File: config.mk
export PLATFORM = sky130hd
export DESIGN_NAME = axi_lite_arbiter
export DESIGN_NICKNAME = d
export VERILOG_FILES = /design/src/rtl/axi_lite_arbiter.sv
export SDC_FILE = /design/constraint.sdc
export NUM_CORES = 1
export LEC_CHECK = 0
export ABC_CLOCK_PERIOD_IN_PS = 1300
export CELL_PAD_IN_SITES_DETAIL_PLACEMENT = 1
export CELL_PAD_IN_SITES_GLOBAL_PLACEMENT = 2
export CORE_MARGIN = 2
export CORE_UTILIZATION = 18
export CTS_CLUSTER_SIZE = 25
export DETAILED_ROUTE_END_ITERATION = 8
export HOLD_SLACK_MARGIN = 0.06
export PLACE_DENSITY = 0.84
export SYNTH_ARGS = -nofsm -noshare
export SYNTH_HDL_FRONTEND = slang
export SYNTH_SLANG_ARGS = --single-unit
File: constraint.sdc
create_clock -name aclk -period 1.3 [get_ports aclk]
set_input_delay 0.39 -clock aclk [delete_from_list [all_inputs] [get_ports aclk]]
set_output_delay 0.39 -clock aclk [all_outputs]
set_load 0.02 [all_outputs]
File: src/rtl/axi_lite_arbiter.sv
// Two-requester arbiter onto one AXI4-Lite manager port; one transaction in flight,
// round-robin or fixed-priority grant, registered command-accept and response pulses.
module axi_lite_arbiter #(
    parameter int RR_EN = 1
) (
    input  logic        aclk,
    input  logic        areset,
    input  logic [1:0]  rq_valid,
    input  logic [1:0]  rq_write,
    input  logic [63:0] rq_addr,
    input  logic [63:0] rq_wdata,
    input  logic [7:0]  rq_wstrb,
    output logic [1:0]  rq_ready,
    output logic [1:0]  rs_valid,
    output logic [31:0] rs_rdata,
    output logic [1:0]  rs_resp,
    output logic [31:0] m_axi_awaddr,
    output logic        m_axi_awvalid,
    input  logic        m_axi_awready,
    output logic [31:0] m_axi_wdata,
    output logic [3:0]  m_axi_wstrb,
    output logic        m_axi_wvalid,
    input  logic        m_axi_wready,
    input  logic [1:0]  m_axi_bresp,
    input  logic        m_axi_bvalid,
    output logic        m_axi_bready,
    output logic [31:0] m_axi_araddr,
    output logic        m_axi_arvalid,
    input  logic        m_axi_arready,
    input  logic [31:0] m_axi_rdata,
    input  logic [1:0]  m_axi_rresp,
    input  logic        m_axi_rvalid,
    output logic        m_axi_rready
);

    typedef enum logic [2:0] {IDLE, WR, WB, RA, RD} state_t;

    state_t state, state_next;

    logic        last_grant;
    logic        grant_q;
    logic [31:0] addr_q;
    logic [31:0] wdata_q;
    logic [3:0]  wstrb_q;
    logic        aw_done, w_done;
    logic        awvalid_q, wvalid_q, arvalid_q, bready_q, rready_q;
    logic [1:0]  rq_ready_q, rs_valid_q;
    logic [31:0] rdata_q;
    logic [1:0]  resp_q;

    logic        grant_en, grant_sel;
    logic        aw_hs, w_hs, ar_hs, b_hs, r_hs;
    logic        aw_done_next, w_done_next;

    always_comb begin
        // No grant in the cycle a response is being presented.
        grant_en = (state == IDLE) && (rs_valid_q == 2'b00) && (rq_valid != 2'b00);
        if (rq_valid == 2'b11) begin
            grant_sel = (RR_EN != 0) ? ~last_grant : 1'b0;
        end else begin
            grant_sel = rq_valid[1];
        end
        aw_hs        = awvalid_q & m_axi_awready;
        w_hs         = wvalid_q & m_axi_wready;
        ar_hs        = arvalid_q & m_axi_arready;
        b_hs         = bready_q & m_axi_bvalid;
        r_hs         = rready_q & m_axi_rvalid;
        aw_done_next = aw_done | aw_hs;
        w_done_next  = w_done | w_hs;
    end

    always_comb begin
        state_next = state;
        case (state)
            IDLE: if (grant_en) state_next = rq_write[grant_sel] ? WR : RA;
            WR:   if (aw_done_next && w_done_next) state_next = WB;
            WB:   if (b_hs) state_next = IDLE;
            RA:   if (ar_hs) state_next = RD;
            RD:   if (r_hs) state_next = IDLE;
            default: state_next = IDLE;
        endcase
    end

    always_ff @(posedge aclk) begin
        if (areset) begin
            state <= IDLE;
        end else begin
            state <= state_next;
        end
    end

    always_ff @(posedge aclk) begin
        if (areset) begin
            last_grant <= 1'b1;
            grant_q    <= 1'b0;
            addr_q     <= '0;
            wdata_q    <= '0;
            wstrb_q    <= '0;
            aw_done    <= 1'b0;
            w_done     <= 1'b0;
            awvalid_q  <= 1'b0;
            wvalid_q   <= 1'b0;
            arvalid_q  <= 1'b0;
            bready_q   <= 1'b0;
            rready_q   <= 1'b0;
            rq_ready_q <= 2'b00;
            rs_valid_q <= 2'b00;
            rdata_q    <= '0;
            resp_q     <= 2'b00;
        end else begin
            rq_ready_q <= 2'b00;
            rs_valid_q <= 2'b00;
            // Valids rise one cycle after the grant and fall only on their own handshake.
            aw_done    <= (state == WR) && (state_next == WR) && aw_done_next;
            w_done     <= (state == WR) && (state_next == WR) && w_done_next;
            awvalid_q  <= (state == WR) && (state_next == WR) && !aw_done_next;
            wvalid_q   <= (state == WR) && (state_next == WR) && !w_done_next;
            arvalid_q  <= (state == RA) && (state_next == RA);
            bready_q   <= (state_next == WB);
            rready_q   <= (state_next == RD);

            if (grant_en) begin
                grant_q    <= grant_sel;
                last_grant <= grant_sel;
                addr_q     <= grant_sel ? rq_addr[63:32]  : rq_addr[31:0];
                wdata_q    <= grant_sel ? rq_wdata[63:32] : rq_wdata[31:0];
                wstrb_q    <= grant_sel ? rq_wstrb[7:4]   : rq_wstrb[3:0];
                rq_ready_q[grant_sel] <= 1'b1;
            end

            if ((state == WB) && b_hs) begin
                rdata_q             <= '0;
                resp_q              <= m_axi_bresp;
                rs_valid_q[grant_q] <= 1'b1;
            end

            if ((state == RD) && r_hs) begin
                rdata_q             <= m_axi_rdata;
                resp_q              <= m_axi_rresp;
                rs_valid_q[grant_q] <= 1'b1;
            end
        end
    end

    assign rq_ready      = rq_ready_q;
    assign rs_valid      = rs_valid_q;
    assign rs_rdata      = rdata_q;
    assign rs_resp       = resp_q;
    assign m_axi_awaddr  = addr_q;
    assign m_axi_awvalid = awvalid_q;
    assign m_axi_wdata   = wdata_q;
    assign m_axi_wstrb   = wstrb_q;
    assign m_axi_wvalid  = wvalid_q;
    assign m_axi_bready  = bready_q;
    assign m_axi_araddr  = addr_q;
    assign m_axi_arvalid = arvalid_q;
    assign m_axi_rready  = rready_q;

endmodule

==> results of run 1 <==
-- cell type report --
| class | instances | area [µm²] |
|---|---|---|
| Multi-Input combinational cell | 321 | 2690 |
| Clock buffer | 17 | 425.4 |
| Timing Repair Buffer | 459 | 4957 |
| Inverter | 2 | 7.507 |
| Clock inverter | 15 | 145.1 |
| Tap cell | 384 | 480.5 |
| Sequential cell | 118 | 2572 |
| Fill cell | 3151 | 17270 |
-- layer usage --
| layer | GRT usage, % | routed length [µm] | vias to the layer above |
|---|---|---|---|
| li1 | - | - | 2631 |
| met3 | 5.206 | 1756 | 28 |
| met2 | 25.95 | 12050 | 230 |
| met5 | 0 | 12 | - |
| met4 | 4.552 | 437 | 2 |
| met1 | 16.17 | 9629 | 2648 |
-- metrics by stage --
stage / area, µm² / utilization, %
2_1_floorplan: 5223 / -
3_3_place_gp: 9110 / 31.91
3_5_place_dp: 9110 / 31.91
4_1_cts: 10450 / 36.59
5_1_grt: 11280 / 39.51
6_report: 11280 / 39.51
-- cells in the final DEF, fill, tap and decap left out, types with 3 or more instances in the layout --
cell type and n:
a211oi_1 24, a211oi_2 44, a21oi_2 5, a221oi_2 3
a22oi_1 25, a22oi_2 7, buf_12 19, buf_4 80
buf_6 165, buf_8 3, clkbuf_16 24, clkdlybuf4s50_1 179
clkinv_4 4, dfxtp_1 6, dfxtp_2 84, dfxtp_4 28
inv_6 5, mux2i_1 58, mux2i_2 9, nand2_1 5
nor2_1 89, nor2_2 12, nor2_4 5, nor3b_2 4
-- final timing paths --
path | from | to
hold / removal | areset | m_axi_wdata[13]$_SDFFE_PP0P_
setup reg to reg | last_grant$_SDFFE_PP1P_ | m_axi_araddr[23]$_SDFFE_PP0P_
setup / recovery | last_grant$_SDFFE_PP1P_ | m_axi_araddr[23]$_SDFFE_PP0P_
hold reg to reg | grant_q$_SDFFE_PP0P_ | rs_valid[0]$_SDFF_PP0_
-- state kept, by name, summed over array words and instances, names as in the netlist --
register	flops
rs_valid	2
m_axi_rready	1
last_grant	1
m_axi_awvalid	1
state	3
m_axi_araddr	32
m_axi_wstrb	4
w_done	1
rq_ready	2
grant_q	1
m_axi_bready	1
rs_resp	2
m_axi_wvalid	1
rs_rdata	32
m_axi_wdata	32
m_axi_arvalid	1
aw_done	1
-- worst min-delay path, stage by stage --
cell and delay [ns]:
buf_4 0.11, buf_12 0.15, a211oi_2 0.04
-- cell families (layout without fill, tap and decap cells) --
group                  after synthesis  in the layout  synth area share, %
and+or+nand+nor                    134            134                11.04
AOI/OAI and AO/OA                  117            118                19.90
buffers and inverters               78            493                10.35
DFF                                118            118                45.43
muxes                               69             69                13.28
-- timing repair --
action,CTS,global route
gates resized for setup,991,132
setup buffers,25,24
pin swaps,8,35
endpoints found under the hold margin,0,0
cloned,5,10
setup endpoints to repair,257,229
-- where the power goes --
group          internal, mW  total [mW]  switching, mW
Clock                  2.68        4.65           1.97
Combinational          3.03        5.37           2.34
Sequential             4.10        4.50          0.407
Total                  9.80        14.5           4.72
==> summary.txt, run 1 <==
Outcome
  • Status: finished, violations left
  • Failing checks: negative setup slack

Placement
  • Placed cell count: 1,223
  • Port bufs: 325
  • Dpl hpwl: 15,430 µm
  • Routability cong.: 0.7552
  • Worst slack at placement: -0.7383 ns

Power and ir drop
  • Total power draw: 14.52 mW
  • VDD IR max: 0.7054 mV
  • Static Leak: 4.527 nW
  • Cell Pwr Density: 1288 nW/µm²

STA
  • Final WS setup: -0.2210 ns
  • Relative slew slack: 74.26%
  • Period utilization: 117.0%
  • Final setup vio count: 116
  • Fin. Hold Viols: 0
  • Worst-Margin Slew: 0.3860 ns
  • Final Critical Period: 1.521 ns
  • Final Max Slew Viols: 0
  • Clock skew: 0.01713 ns
  • FMAX: 657.5 MHz
  • Setup TNS: -17.26 ns
  • RSZ-0062 raised after global routing: true
  • Tightest hold margin: 0.3325 ns

Detailed routing
  • Via-per-instance ratio: 4.209
  • Wire per inst: 18.15 µm
  • Routed wire length: 23,890 µm
  • First DRT Iteration DRCs: 178
  • Final ANT Viol Nets: 0
  • DRC viols: 0
  • Pre-antenna DRT Iters: 4
  • DR vias: 5,539

Logic synthesis
  • Synthesis Warnings: 0
  • Avg Cell Area, Syn: 10.08 µm²
  • Primary FF master, synth: dfxtp_1
  • Cell area after synthesis: 5200 µm²
  • Post-synthesis sequential area ratio: 45.43%
  • List of most frequent post-synthesis cells: dfxtp_1, nor2_1, mux2i_1
  • FF+latch count, synth: 118
  • Synth area leader: dfxtp_1
  • Synth Instances: 516
  • Share of flip-flops with an asynchronous set or reset: 0%
  • Number of enable flip-flop cells after synthesis: 0
  • Post-synth top area share: 45.43%
  • Most common cell in the netlist: dfxtp_1
  • Largest cells by area after synthesis: dfxtp_1, mux2i_1, nor2_1
  • Syn_nets: 699
  • Synth cell types: 34

Global routing
  • Grt ovf: 0
  • Global-route wire length before repair: 33,970 µm
  • Initial antenna violation count: 1
  • GRT Total Usage: 14.57%
  • Vias in the first global route: 5,859
  • Largest net degree at the start of global routing: 66

Setup path
  • Worst R2R Path Depth: 5
  • Crit-path cells: a21boi_4, buf_4, buf_12, mux2i_1, a211oi_2
  • Req. time, crit path: 1.59 ns
  • CP startpoint kind: register
  • WP buf/inv: 2
  • Crit path DAT: 1.81 ns
  • CP Depth: 5
  • Crit path max fanout: 8
  • Kind of end point of the critical path: register
  • Delay-heaviest family, CP: buffers and inverters
  • Reg2reg setup slack: -0.22 ns
  • Slowest stage cell, crit path: dfxtp_2
  • Crit path largest cell delay: 0.34 ns
  • WS Path Type: reg -> reg

Clock tree
  • Maximum level of the CTS H-tree: 4
  • Hold buffer count at CTS: 0
  • Worst skew pair latency: 0.42 ns
  • Reg clk slew, reported paths: 0.07 ns
  • Root Driver: clkbuf_16
  • Clk sinks: 118
  • CTS tree: built
  • Cts bufs inserted: 17
  • Buffer depth of the longest clock path: 2

Layout
  • Share of layout cells above drive strength 1: 56.97%
  • Inserted Diodes: 0
  • Area Growth Syn to Fin: 116.9%
  • Cell Count, Final, Fillers Out: 1,316
  • Final net count: 1,102

Die
  • Initial core utilization: 18.22%
  • Core ar.: 28,550 µm²
  • Row count: 62
  • Die ar.: 30,260 µm²
  • Die width: 174.0 µm
  • Io pins: 326
  • Vert. Die Dim: 174.0 µm

Job
  • # Max-Cap Violations: 0

Hold path
  • Min-Delay Path Class: in -> reg
  • Hold Path Stages: 3
Power figures use the tool's default switching activity.
==> run 2, diff against run 1 <==
CORE_MARGIN = unset   (was 2)
HOLD_SLACK_MARGIN = 0.05   (was 0.06)
==> summary.txt, run 2 (same netlist as run 1, synthesis figures left out) <==
Die
  • Die ar.: 29,570 µm² (-2.3%)
  • Initial core utilization: 18.51% (+0.30 points)
  • Row count: 61 (-1.6%)
  • Die width: 172.0 µm (-1.1%)
  • Vert. Die Dim: 172.0 µm (-1.1%)
  • Io pins: 326 (unchanged)
  • Core ar.: 28,090 µm² (-1.6%)

Layout
  • Inserted Diodes: 0 (unchanged)
  • Share of layout cells above drive strength 1: 57.03% (+0.059 points)
  • FF/Latch Area: 2564 µm² (-0.34%)
  • Fin area: 11,210 µm² (-0.57%)
  • Commonest non-fill, non-tap cell in the layout: clkdlybuf4s50_1
  • Finished Core Util: 39.93% (+0.42 points)
  • Fillcell total: 3,084 (-2.1%)
  • Final net count: 1,080 (-2.0%)
  • Multi-input gate area: 2761 µm² (+2.7%)
  • Most frequent cells in the layout: clkdlybuf4s50_1, buf_6, nor2_1, dfxtp_2, buf_4
  • Area Growth Syn to Fin: 115.7%

Setup path
  • Kind of end point of the critical path: register
  • CP startpoint kind: register
  • Crit path max fanout: 6 (-2)
  • Crit path DAT: 1.84 ns (+0.03 ns)
  • WS Path Type: reg -> reg
  • Req. time, crit path: 1.58 ns (about the same)

Detailed routing
  • DR vias: 5,413 (-2.3%)
  • Final ANT Viol Nets: 0 (unchanged)
  • Routed wire length: 23,410 µm (-2.0%)
  • First DRT Iteration DRCs: 145 (-19%)
  • DRC viols: 0 (unchanged)
  • Pre-antenna DRT Iters: 4 (unchanged)
  • Via-per-instance ratio: 4.203 (-0.15%)
  • Wire per inst: 18.18 µm (+0.15%)

STA
  • Setup TNS: -22.37 ns (-5.115 ns)
  • RSZ-0062 raised after global routing: true
  • Period utilization: 119.9% (+2.9 points)
  • Final Max Slew Viols: 0 (unchanged)
  • Final setup vio count: 112 (-3.4%)
  • Final Critical Period: 1.559 ns (+0.03761 ns)
  • Final WS setup: -0.2586 ns (-0.03761 ns)
  • Clock skew: 0.01157 ns (-0.005554 ns)
  • Fin. Hold Viols: 0 (unchanged)
  • FMAX: 641.6 MHz (-2.4%)
  • Relative slew slack: 78.25% (+4.0 points)
  • Worst-Margin Slew: 0.3172 ns (-0.06881 ns)

Hold path
  • Min-Delay Path Class: in -> reg

Job
  • # Max-Cap Violations: 0 (unchanged)

Clock tree
  • Maximum level of the CTS H-tree: 4 (unchanged)
  • Reg clk slew, reported paths: 0.06 ns (about the same)
  • Clk sinks: 118 (unchanged)
  • Cts bufs inserted: 17 (unchanged)
  • Buffer depth of the longest clock path: 2 (unchanged)
  • Root Driver: clkbuf_16
  • Hold buffer count at CTS: 0 (unchanged)
  • CTS tree: built
  • Worst skew pair latency: 0.41 ns (about the same)

Global routing
  • GRT Total Usage: 14.11% (-0.45 points)
  • Largest net degree at the start of global routing: 51 (-23%)
  • Met3 Use GR: 5.058% (-0.15 points)
  • Most used routing layer: met2
  • Met1 Usage GRT: 15.19% (-0.98 points)
  • Vias in the first global route: 5,669 (-3.2%)
  • Initial antenna violation count: 0 (-1)
  • GR met2 Demand/Resource: 26.03% (+0.088 points)
  • Global-route wire length before repair: 31,530 µm (-7.2%)
  • Grt ovf: 0 (unchanged)

Placement
  • Dpl hpwl: 14,990 µm (-2.9%)
  • Placed instance area: 9097 µm² (-0.14%)
  • Worst slack at placement: -0.7164 ns (+0.02188 ns)
  • Routability cong.: 0.7264 (-3.8%)
  • Port bufs: 325 (unchanged)

Power and ir drop
  • Cell Pwr Density: 1290 nW/µm² (+0.18%)
  • Static Leak: 4.450 nW (-1.7%)
  • VDD IR max: 0.7269 mV (+3.0%)

Outcome
  • Failing checks: negative setup slack
  • Status: finished, violations left
## run 2: power breakdown
part	leakage (nW)	switching, mW	internal [mW]	total (mW)
clock	0.283	1.87	2.89	4.76
combinational	3.15	2.34	2.86	5.20
sequential	1.02	0.410	4.10	4.51
total	4.45	4.61	9.85	14.5
## run 2: repair_timing
action / 4_1_cts / 5_1_grt
pin swaps: 7 / 40
endpoints found under the setup margin: 256 / 220
setup buffers: 11 / 22
gates cloned: 5 / 11
gates resized for setup: 957 / 126
## run 2: metrics by stage
stage | hold WS [ns] | cells | power (mW)
floorplan | 0.4163 | 516 | 6.441
global placement | 0.4258 | 1209 | 8.322
detailed placement | 0.4270 | 1209 | 8.386
CTS | 0.3471 | 1257 | 14.09
global route | 0.3799 | 1288 | 15.16
finish | 0.3806 | 1288 | 14.47
## run 2: layer usage
layer / wire, µm / share of wire [%]
met4: 244 / 1.0
met5: 0 / 0
met1: 8926 / 38
met2: 12390 / 53
met3: 1848 / 7.9
## run 2: area by class of cell
class / instances / area share, %
Timing Repair Buffer: 438 / 42.98
Multi-Input combinational cell: 320 / 24.62
Sequential cell: 118 / 22.86
Tap cell: 378 / 4.217
Clock buffer: 18 / 3.916
Clock inverter: 14 / 1.339
Inverter: 2 / 0.06694
## run 2: path summary, 6_finish.rpt
kind	startpoint	end	slack, ns	cells after the start
setup / recovery	state[2]$_SDFF_PP0_	rs_rdata[5]$_SDFFE_PP0P_	-0.26	7
hold / removal	areset	m_axi_wdata[16]$_SDFFE_PP0P_	0.38	3
setup reg to reg	state[2]$_SDFF_PP0_	rs_rdata[5]$_SDFFE_PP0P_	-0.26	7
hold reg to reg	grant_q$_SDFFE_PP0P_	rs_valid[0]$_SDFF_PP0_	0.48	1
## run 2: worst max-delay path, cell delays in order (launching register included)
cell     delay, ns
dfxtp_4       0.36
buf_6         0.10
nor3b_4       0.26
a32oi_4       0.17
buf_12        0.17
buf_4         0.15
a22oi_1       0.14
nor2_1        0.07
